==> src/rtl/arm_pipe_pkg.sv <==
// rtl/arm_pipe_pkg.sv - shared LEGv8 pipeline constants and shadow entry type
package arm_pipe_pkg;
  localparam int DEF_REG_ADDR_W = 5;
  localparam int DEF_ZERO_REG   = 31;
  localparam int FWD_REGFILE    = 0;

  typedef struct packed {
    logic                      valid;
    logic [DEF_REG_ADDR_W-1:0] rd;
    logic                      load;
  } shadow_entry_t;
endpackage

==> src/rtl/fwd_match.sv <==
// rtl/fwd_match.sv - youngest-match priority encoder over N producer positions
module fwd_match #(
  parameter int W        = 5,
  parameter int N        = 2,
  parameter int ZERO_REG = 31,
  parameter int SEL_W    = $clog2(N+1)
) (
  input  logic [N-1:0]     valid,
  input  logic [N*W-1:0]   rd,
  input  logic [N-1:0]     load,
  input  logic [W-1:0]     key,
  output logic [SEL_W-1:0] sel,
  output logic             sel_load
);
  // sel is position+1 of the lowest-index (youngest) match, 0 when none
  always_comb begin
    sel      = '0;
    sel_load = 1'b0;
    for (int i = N-1; i >= 0; i--) begin
      if (valid[i] && (rd[i*W +: W] == key)) begin
        sel      = SEL_W'(i+1);
        sel_load = load[i];
      end
    end
    if (key == W'(ZERO_REG)) begin
      sel      = '0;
      sel_load = 1'b0;
    end
  end
endmodule

==> src/rtl/hazard_forward_unit.sv <==
// rtl/hazard_forward_unit.sv - shadow-pipeline forwarding selects, load-use stall and stall counter
module hazard_forward_unit
  import arm_pipe_pkg::*;
#(
  parameter int REG_ADDR_W = DEF_REG_ADDR_W,
  parameter int ZERO_REG   = DEF_ZERO_REG,
  parameter int NUM_SRC    = 2,
  parameter int DEPTH      = 2,
  parameter int LOAD_LAT   = 1,
  parameter int SEL_W      = $clog2(DEPTH+1)
) (
  input  logic                          clk,
  input  logic                          reset_n,
  input  logic [REG_ADDR_W-1:0]         ex_rd,
  input  logic                          ex_regwrite,
  input  logic                          ex_memread,
  input  logic [NUM_SRC*REG_ADDR_W-1:0] ex_src,
  input  logic [NUM_SRC*REG_ADDR_W-1:0] id_src,
  input  logic [NUM_SRC-1:0]            id_src_used,
  input  logic                          hold,
  input  logic                          flush,
  output logic [NUM_SRC*SEL_W-1:0]      fwd_sel,
  output logic                          stall,
  output logic [15:0]                   stall_count
);
  // bit k-1 / slice k-1 of each vector is shadow entry k
  logic [DEPTH-1:0]            sh_valid, sh_load;
  logic [DEPTH*REG_ADDR_W-1:0] sh_rd;
  logic                        ex_valid;
  logic [DEPTH-1:0]            st_valid, st_load;
  logic [DEPTH*REG_ADDR_W-1:0] st_rd;
  logic [NUM_SRC-1:0]          stall_src;
  logic [NUM_SRC-1:0]          fwd_load_unused;
  logic [15:0]                 count_q;

  assign ex_valid = ex_regwrite & ~flush & (ex_rd != REG_ADDR_W'(ZERO_REG));

  always_ff @(posedge clk or negedge reset_n) begin
    if (!reset_n) begin
      sh_valid <= '0;
      sh_rd    <= '0;
      sh_load  <= '0;
    end else if (!hold) begin
      sh_valid[0]            <= ex_valid;
      sh_rd[0 +: REG_ADDR_W] <= ex_rd;
      sh_load[0]             <= ex_memread;
      for (int k = 1; k < DEPTH; k++) begin
        sh_valid[k]                     <= sh_valid[k-1];
        sh_rd[k*REG_ADDR_W +: REG_ADDR_W] <= sh_rd[(k-1)*REG_ADDR_W +: REG_ADDR_W];
        sh_load[k]                      <= sh_load[k-1];
      end
    end
  end

  // Stall candidates: position 0 is the live EX instruction, then entries 1..DEPTH-1
  always_comb begin
    st_valid               = '0;
    st_rd                  = '0;
    st_load                = '0;
    st_valid[0]            = ex_valid;
    st_rd[0 +: REG_ADDR_W] = ex_rd;
    st_load[0]             = ex_memread;
    for (int j = 1; j < DEPTH; j++) begin
      st_valid[j]                       = sh_valid[j-1];
      st_rd[j*REG_ADDR_W +: REG_ADDR_W] = sh_rd[(j-1)*REG_ADDR_W +: REG_ADDR_W];
      st_load[j]                        = sh_load[j-1];
    end
  end

  for (genvar s = 0; s < NUM_SRC; s++) begin : g_src
    logic [SEL_W-1:0] st_sel;
    logic             st_sel_load;

    fwd_match #(.W(REG_ADDR_W), .N(DEPTH), .ZERO_REG(ZERO_REG), .SEL_W(SEL_W)) u_fwd (
      .valid    (sh_valid),
      .rd       (sh_rd),
      .load     (sh_load),
      .key      (ex_src[s*REG_ADDR_W +: REG_ADDR_W]),
      .sel      (fwd_sel[s*SEL_W +: SEL_W]),
      .sel_load (fwd_load_unused[s])
    );

    fwd_match #(.W(REG_ADDR_W), .N(DEPTH), .ZERO_REG(ZERO_REG), .SEL_W(SEL_W)) u_stall (
      .valid    (st_valid),
      .rd       (st_rd),
      .load     (st_load),
      .key      (id_src[s*REG_ADDR_W +: REG_ADDR_W]),
      .sel      (st_sel),
      .sel_load (st_sel_load)
    );

    // st_sel is position+1, so position < LOAD_LAT means st_sel in 1..LOAD_LAT
    assign stall_src[s] = id_src_used[s] & st_sel_load &
                          (st_sel != SEL_W'(FWD_REGFILE)) & (st_sel <= SEL_W'(LOAD_LAT));
  end

  assign stall = reset_n & ~flush & (|stall_src);

  always_ff @(posedge clk or negedge reset_n) begin
    if (!reset_n) begin
      count_q <= '0;
    end else if (stall && !hold && (count_q != 16'hFFFF)) begin
      count_q <= count_q + 16'd1;
    end
  end

  assign stall_count = count_q;
endmodule

==> config.mk <==
export PLATFORM = sky130hd
export DESIGN_NAME = hazard_forward_unit
export DESIGN_NICKNAME = d
export VERILOG_FILES = /design/src/rtl/arm_pipe_pkg.sv /design/src/rtl/fwd_match.sv /design/src/rtl/hazard_forward_unit.sv
export SDC_FILE = /design/constraint.sdc
export NUM_CORES = 1
export LEC_CHECK = 0
export BUFFER_PORTS_ARGS = -buffer_cell sky130_fd_sc_hd__buf_2
export CORE_UTILIZATION = 45
export DETAILED_ROUTE_END_ITERATION = 8
export GPL_ROUTABILITY_DRIVEN = 0
export PLACE_DENSITY = 0.71
export SLEW_MARGIN = 20
export SYNTH_ARGS = -nofsm -noshare
export SYNTH_HDL_FRONTEND = slang
export SYNTH_SLANG_ARGS = --single-unit
==> constraint.sdc <==
create_clock -name clk -period 2.53 [get_ports clk]
set_input_delay 0.506 -clock clk [delete_from_list [all_inputs] [get_ports clk]]
set_output_delay 0.506 -clock clk [all_outputs]
set_load 0.05 [all_outputs]
Word level (Yosys, flattened, before mapping):

Index checks and enable logic that the tools add are counted.

* flip-flop bits (word level): 29
* output and inout bits: 21

* add/subtract/negate cells: 1
* multiplexer cells: 18
* bitwise operators: 11
* eq/ne operators: 14
* reduce and logical (&&, ||, !) cells: 14
* $lt $le $gt $ge: 2

Operator list (number)
* equality test 5 bit: 8
* two-way mux 2 bit: 12
* equality test 5 bit, second input constant: 4
* adder 16 x 1 -> 16 bit, second input constant: 1
* inequality test 16 bit, second input constant: 1
* AND 1 bit: 10
* logical AND 1 bit: 10
* two-way mux 1 bit: 6
* inequality test 5 bit, second input constant: 1
* less-or-equal comparator 2 x 1 -> 1 bit, second input constant: 2
* nonzero test 2 bit: 2
* OR reduction 2 bit: 1
* logical NOT 1 bit: 1
* NOT 1 bit: 1

Logic depth before layout (Yosys ltp):

Gate-level depths: netlist of run 1.

* depth in word-level cells: 13
* depth in mapped cells: 6
* mapped depth without buffers: 6

Cells and area by module:

Synthesis of run 1 repeated with hierarchy kept, for this count alone.

* cells, all modules: 200
* area, all modules: 2057.0 um^2

By module, submodules not included
* hazard_forward_unit: area each 1421.4 um^2, cells an instance 112, times used 1
* fwd_match: area each 158.9 um^2, cells an instance 22, times used 4

Worst setup path after synthesis of run 1:

Ideal clock, no wire load.

* path kind: input port to output port
* start: input ex_rd[4]
* end: output stall
* cell stages on the path: 5
* arrival time: 1997 ps
* setup slack: 27 ps
* path through: and3_4 > a311oi_1 > a22oi_2 > buf_6 > nor2b_1

* cells in the longest elaborated chain, start to end: 10
* elaborated cells on any way between the ends: 26
* classes of those cells: 2 x order compare; 3 x eq/ne; 8 x mux; 8 x bitwise; 5 x reduce/logical

Ends and longest elaborated chain
* from (decl): line hazard_forward_unit.sv:14 `input logic [REG_ADDR_W-1:0] ex_rd,`
* inequality test 5 bit: line hazard_forward_unit.sv:36 `assign ex_valid = ex_regwrite & ~flush & (ex_rd != REG_ADDR_W'(ZERO_REG));`
* AND 1 bit: line hazard_forward_unit.sv:36
* logical AND 1 bit: line fwd_match.sv:20 `if (valid[i] && (rd[i*W +: W] == key)) begin`
* two-way mux 1 bit / two-way mux 2 bit (equally long branches): line fwd_match.sv:20
* two-way mux 1 bit / two-way mux 2 bit (equally long branches): line fwd_match.sv:25 `if (key == W'(ZERO_REG)) begin`
* AND 1 bit / nonzero test 2 bit (equally long branches): line hazard_forward_unit.sv:93, hazard_forward_unit.sv:94
* AND 1 bit: line hazard_forward_unit.sv:93 `assign stall_src[s] = id_src_used[s] & st_sel_load &`
* AND 1 bit: line hazard_forward_unit.sv:94 `(st_sel != SEL_W'(FWD_REGFILE)) & (st_sel <= SEL_W'(LOAD_LAT));`
* OR reduction 2 bit *: line hazard_forward_unit.sv:97 `assign stall = reset_n & ~flush & (|stall_src);`
* AND 1 bit *: line hazard_forward_unit.sv:97
* to (decl): line hazard_forward_unit.sv:23 `output logic stall,`

Mark *: on every way between the ends. The rest lies on a longest branch, timed or not.

Worst setup path in the final report of run 1:

* start: register sh_rd[2]
* end: output fwd_sel[0]

* cells in the longest elaborated chain, start to end: 4

Ends and longest elaborated chain
* from (decl): line hazard_forward_unit.sv:28 `logic [DEPTH*REG_ADDR_W-1:0] sh_rd;`
* from (signal, indexed assignment): line hazard_forward_unit.sv:45 `sh_rd[0 +: REG_ADDR_W] <= ex_rd;`
* from (signal, indexed assignment): line hazard_forward_unit.sv:49 `sh_rd[k*REG_ADDR_W +: REG_ADDR_W] <= sh_rd[(k-1)*REG_ADDR_W +: REG_ADDR_W];`
* equality test 5 bit: line fwd_match.sv:20
* logical AND 1 bit: line fwd_match.sv:20
* two-way mux 2 bit: line fwd_match.sv:20
* two-way mux 2 bit: line fwd_match.sv:25
* to (decl): line hazard_forward_unit.sv:22 `output logic [NUM_SRC*SEL_W-1:0] fwd_sel,`

No other way between the ends.

==> impl_metrics.tcl, run 1 <==
set metrics [dict create \
    status "finished clean" \
    utilization 0.5815 \
    coreArea_sq_um 3716 \
    wl_per_cell_um 13.50 \
    synthMuxAreaShare 0.08239 \
    antenna_cells 0 \
    r2r_start "stall_count[0]" \
    synth_seq_cells 28 \
    hp-class "in2async" \
    cts_buffers 3 \
    pre_cts_ws_ps 313.5 \
    skew_ps 7.993 \
    yosysSeqAreaShare 0.3944 \
    maxSlewHeadroom 0.6822 \
    cp_top_family "flip-flops" \
    leakagePower_nw 1.049 \
    post-route-min-period_ps 2220 \
    max_cap_violations 0 \
    instances_no_fill 270 \
    port-buffer-count 53 \
    core.rowCount 22 \
    r2r_slack_ps 440 \
    tightest_slew_ps 476.7 \
    die_h_um 64.84 \
    end_kind "output port" \
    avgViaCountPerCell 5.319 \
    critPathBufInv 1 \
    tns_ps 0 \
    synth_nets 199 \
    fin_ws_ps 310.3 \
    fin_crit_sh 0.8774 \
    path_class "reg2out" \
    insertion_delay_ps 270 \
    clock.fmax_mhz 450.5 \
    initial_core_util 0.4781 \
    crit_fanout 4 \
    cts_resized 0 \
    start_kind "register" \
    worstPathArrival_ps 1710 \
    fillCellCount 345 \
    synth_top_family_by_area "simple AND/OR/NAND/NOR gates" \
    drive_gt1_frac 0.3919 \
    cp_slowest_cell "dfrtp_1" \
    antenna_left 0 \
    synth_cell_types 37 \
    vias 1436 \
    slowest_delay_ps 440 \
    die_area_sq_um 4204 \
    placed_cell_area_sq_um 2106 \
    synth-compound-area-share 0.03451 \
    dp.cells 266 \
    crit_chain "xor2_1, nor4_1, nand3_1, a21oi_1, buf_2" \
    r2r_cells 6 \
    grtUsageTotal 0.1834 \
    grt_first_pass_wirelength_mm 6.023 \
    final_cell_area_sq_um 2161 \
    cts_root_buffer "clkbuf_8" \
    drv_slew 0 \
    synthAdderAreaFrac 0.007042 \
    drtIter0Drc 33 \
    dr.pass1.iters 4 \
    hold_buffers 0 \
    grt_setup_unrepaired "false" \
    syn_area_per_cell_sq_um 10.77 \
    dp_hpwl_mm 2.927 \
    yosys_warnings 0 \
    total_power_mw 0.9441 \
    netlist_instances 165 \
    antenna_found_initial 0 \
    cts_sinks 28 \
    whs_ps 257.3 \
    finalHoldViolations 0 \
    final_cell_mix "buf_2, xor2_1, dfrtp_1" \
    setup_viol 0 \
    gr-total-overflow 0 \
    worstPathRequired_ps 2020 \
    r2r_end "stall_count[1]" \
    clkTransAtPathRegs_ps 90 \
    cts_setup_buffers 0 \
    grt_max_degree 29 \
    syn_to_final_growth_pct 21.62 \
    yosys.area_share.simple 0.2570 \
    ir_drop_v 0.0002215 \
    ios 54 \
    synth_area_sq_um 1777 \
    power_density_nw_per_um2 436.9 \
    htreeDepth 1 \
    die_width_um 64.84 \
    grt_pass1_vias 1323 \
    drt-total-wl_mm 3.646 \
    tritoncts "yes" \
    synth_xor_xnor_area_share 0.2120 \
    route.detailed.drc 0 \
    clock_path_buffers 2 \
    mostFrequentLayoutCell "buf_2" \
    fin_nets 257 \
]
==> worst reg2reg max path, stage by stage, from the launching register on <==
cell     delay, ps
dfrtp_1        430
ha_1           210
nand4_1        200
or4_4          610
nand2_4        160
nor3_2          70
mux2_1         320
==> Yosys cell counts (all sizes together) <==
master / count / area, sq um
and3: 1 / 11.26
clkbuf: 1 / 3.750
nand3b: 3 / 22.52
a31oi: 1 / 12.51
a22oi: 1 / 12.51
o211a: 1 / 10.01
mux2: 13 / 146.4
and4: 3 / 26.28
or4: 1 / 11.26
dfrtp: 28 / 700.7
nor2b: 1 / 6.260
nand3: 9 / 45.04
a21oi: 1 / 5.000
ha: 1 / 12.51
buf: 2 / 15.01
nand2: 14 / 60.06
nor3: 4 / 25.02
or3: 1 / 6.260
nand4: 5 / 31.28
nor4: 14 / 146.4
nor4b: 1 / 8.760
xnor2: 9 / 78.83
a211oi: 1 / 7.510
o21ai: 1 / 5.000
a311oi: 1 / 8.760
nand2b: 2 / 15.02
nor3b: 1 / 7.510
xor2: 34 / 297.8
inv: 1 / 3.750
nor2: 9 / 33.78
==> routing by layer <==
| metal | up-vias | share of wire | track usage |
|---|---|---|---|
| met5 | - | 0 | 0 |
| met4 | 0 | 0.011 | 0.04444 |
| met3 | 4 | 0.032 | 0.01761 |
| met2 | 40 | 0.46 | 0.2956 |
| met1 | 686 | 0.49 | 0.2632 |
| li1 | 706 | - | - |
==> kinds of logic (layout without fill, tap and decap cells) <==
| family | after synthesis | after routing |
|---|---|---|
| buffers and inverters | 4 | 61 |
| muxes | 13 | 13 |
| xor gates and xnor gates | 43 | 43 |
| adders and majority gates | 1 | 1 |
| AOI/OAI and AO/OA | 7 | 7 |
| DFF | 28 | 28 |
| and+or+nand+nor | 69 | 69 |
==> where the power goes <==
part	switching, mW	total [mW]	leakage (nW)	internal [mW]
registers	0.0316	0.503	0.361	0.472
clock network	0.130	0.270	0.0288	0.139
logic	0.0868	0.171	0.659	0.0845
total	0.249	0.944	1.05	0.695
==> sequential cells by signal, summed over array words and instances (netlist names) <==
register,flops
stall_count,16
sh_rd,10
sh_valid,2
==> how the worst max path moves through the flow <==
stage / startpoint / to / slack [ps] / depth (start not counted)
after floorplan: ex_rd[4] / stall / 30 / 5
after global placement: ex_rd[3] / stall / 330 / 6
after detailed placement: ex_rd[3] / stall / 310 / 6
after CTS: sh_rd[2] / fwd_sel[0] / 310 / 5
after global routing: sh_rd[2] / fwd_sel[0] / 240 / 5
final: sh_rd[2] / fwd_sel[0] / 310 / 5
==> layout make-up <==
cell class / count / area (sq um) / share of cell area
sequential: 28 / 700.7 / 0.3243
inverter: 1 / 3.754 / 0.001737
tap: 48 / 60.06 / 0.02779
clock buffer: 4 / 55.05 / 0.02548
timing repair buffer: 56 / 287.8 / 0.1332
multi-input combinational: 133 / 1054 / 0.4876
No activity file was read; power rests on OpenSTA's default activity.
==> inputs of run 2 (changes only) <==
--- a/config.mk
+++ b/config.mk
@@ -9,7 +9,8 @@
 export CORE_UTILIZATION = 45
 export DETAILED_ROUTE_END_ITERATION = 8
 export GPL_ROUTABILITY_DRIVEN = 0
-export PLACE_DENSITY = 0.71
+export PLACE_DENSITY = 0.74
+export SKIP_LAST_GASP = 1
 export SLEW_MARGIN = 20
 export SYNTH_ARGS = -nofsm -noshare
 export SYNTH_HDL_FRONTEND = slang
==> constraint.sdc (replaced) <==
create_clock -name clk -period 1.85 [get_ports clk]
set_input_delay 0.37 -clock clk [delete_from_list [all_inputs] [get_ports clk]]
set_output_delay 0.37 -clock clk [all_outputs]
set_load 0.05 [all_outputs]
==> run 2 against run 1 <==
The run now ends with setup timing left. Cell count increased by 10%. Routed wire length increased by 15%. Worst setup slack got worse by 440 ps. Largest cell class unchanged. Largest power group unchanged.
==> impl_metrics.tcl, run 2 (synthesized netlist as in run 1, its figures left out) <==
set metrics [dict create \
    switching_share 0.2794 \
    crit_chain "xor2_1, nor4_2, nand3_1, a21oi_2, buf_6" \
    cts_root_buffer "clkbuf_8" \
    mostFrequentLayoutCell "buf_2" \
    worstPathArrival_ps 1610 \
    grt_first_pass_wirelength_mm 6.858 \
    port-buffer-count 53 \
    maxSlewHeadroom 0.7294 \
    highest_layer "met4" \
    post-route-min-period_ps 1980 \
    pwr-share-seq 0.501 \
    crit_fanout 4 \
    tightest_slew_ps 402.1 \
    grt_setup_unrepaired "true" \
    max_cap_violations 0 \
    status "complete, but fails checks" \
    drv_slew 0 \
    gr-total-overflow 0 \
    total_power_mw 1.364 \
    path_class "reg2out" \
    wl_per_cell_um 14.09 \
    cts_buffers 3 \
    clock_path_buffers 2 \
    avgViaCountPerCell 5.282 \
    leakagePower_nw 1.160 \
    antenna_left 0 \
    syn_to_final_growth_pct 40.07 \
    drtIter0Drc 45 \
    fin_ws_ps -130.4 \
    largest_reg_flops 16 \
    antenna_found_initial 0 \
    vias 1574 \
    met3_length_um 129 \
    die_area_sq_um 4204 \
    grt_pass1_vias 1532 \
    p_comb_frac 0.211 \
    final_cell_mix "buf_2, xor2_1, buf_4" \
    skew_ps 8.481 \
    grtUsageTotal 0.2107 \
    drt-total-wl_mm 4.199 \
    antenna_cells 0 \
    final_cell_area_sq_um 2489 \
    p_clk_frac 0.287 \
    internal_power_mw 0.9826 \
    coreArea_sq_um 3716 \
    end_kind "output port" \
    grt_max_degree 29 \
    core.rowCount 22 \
    cts_sinks 28 \
    start_kind "register" \
    clock.fmax_mhz 504.9 \
    die_width_um 64.84 \
    dr.pass1.iters 4 \
    initial_core_util 0.4781 \
    cp_slowest_cell "dfrtp_1" \
    fin_nets 285 \
    die_h_um 64.84 \
    slowest_delay_ps 430 \
    ir_drop_v 0.0003229 \
    power_switching_mw 0.3810 \
    placed_cell_area_sq_um 2315 \
    tritoncts "yes" \
    utilization 0.6697 \
    ios 54 \
    fin_crit_sh 1.070 \
    drive_gt1_frac 0.5600 \
    clkTransAtPathRegs_ps 100 \
    finalHoldViolations 0 \
    power_density_nw_per_um2 547.9 \
    hp-class "in2async" \
    met2_wirelength_mm 2.152 \
    insertion_delay_ps 280 \
    htreeDepth 1 \
    wl_met1_mm 1.879 \
    dp_hpwl_mm 3.201 \
    route.detailed.drc 0 \
    worstPathRequired_ps 1480 \
    violations "setup timing" \
    setup_viol 6 \
]
==> run 2: cell types whose count changed in the layout (fill, tap and decap cells not counted), sizes merged <==
cell,previous run,this run
buf,56,84
==> run 2: area by class of cell <==
cell class                 instances  area (sq um)
clock buffer                       4         55.05
fill                             305          1227
inverter                           1         3.754
multi-input combinational        133          1116
sequential                        28         720.7
tap                               48         60.06
timing repair buffer              84         533.0
==> run 2: what timing repair did <==
action	CTS	global route
endpoints found under the setup margin	8	9
setup buffers	4	3
hold buffers	0	0
pin swaps	9	4
gates resized for setup	9	7
==> run 2: per-layer routing <==
metal  vias to the layer above  track usage
li1                        766            -
met1                       767       0.2626
met5                         -            0
met2                        38       0.3763
met3                         3      0.02817
met4                         0      0.05833
==> run 2: metrics by stage <==
step	hold WS (ps)	setup slack [ps]	setup TNS (ps)	instances
final	127.3	-130.4	-523.1	298
after global routing	153.3	-229.6	-992.4	298
after CTS	142.0	-203.5	-684.0	295
after detailed placement	456.0	-215.7	-2261	287
after global placement	452.1	-145.3	-1440	287
after floorplan	74.41	-110.3	-298.3	165
==> run 2: final timing paths <==
| path | start | end | cells past startpoint | slack (ps) |
|---|---|---|---|---|
| max in group asynchronous | reset_n | stall_count[2] | 2 | 1440 |
| min in group clk | flush | sh_valid[0] | 3 | 380 |
| max | sh_rd[2] | fwd_sel[0] | 5 | -130 |
| max reg2reg | stall_count[1] | stall_count[13] | 7 | -30 |
| min reg2reg | stall_count[14] | stall_count[14] | 1 | 490 |
| min | reset_n | stall_count[9] | 2 | 130 |
==> run 2: power by group through the flow <==
stage               Sequential, mW  Combinational [mW]  Clock (mW)
global placement             0.695               0.261           0
detailed placement           0.697               0.266           0
finish                       0.684               0.288       0.392
CTS                          0.684               0.277       0.395
floorplan                    0.695               0.142           0
global route                 0.689               0.314       0.419
==> run 2: critical path: cells and delay by family (launching register included) <==
kind	cells	cell delay [ps]
buffers and inverters	1	170
DFF	1	430
AOI/OAI and AO/OA	1	140
and+or+nand+nor	2	410
xor gates and xnor gates	1	170
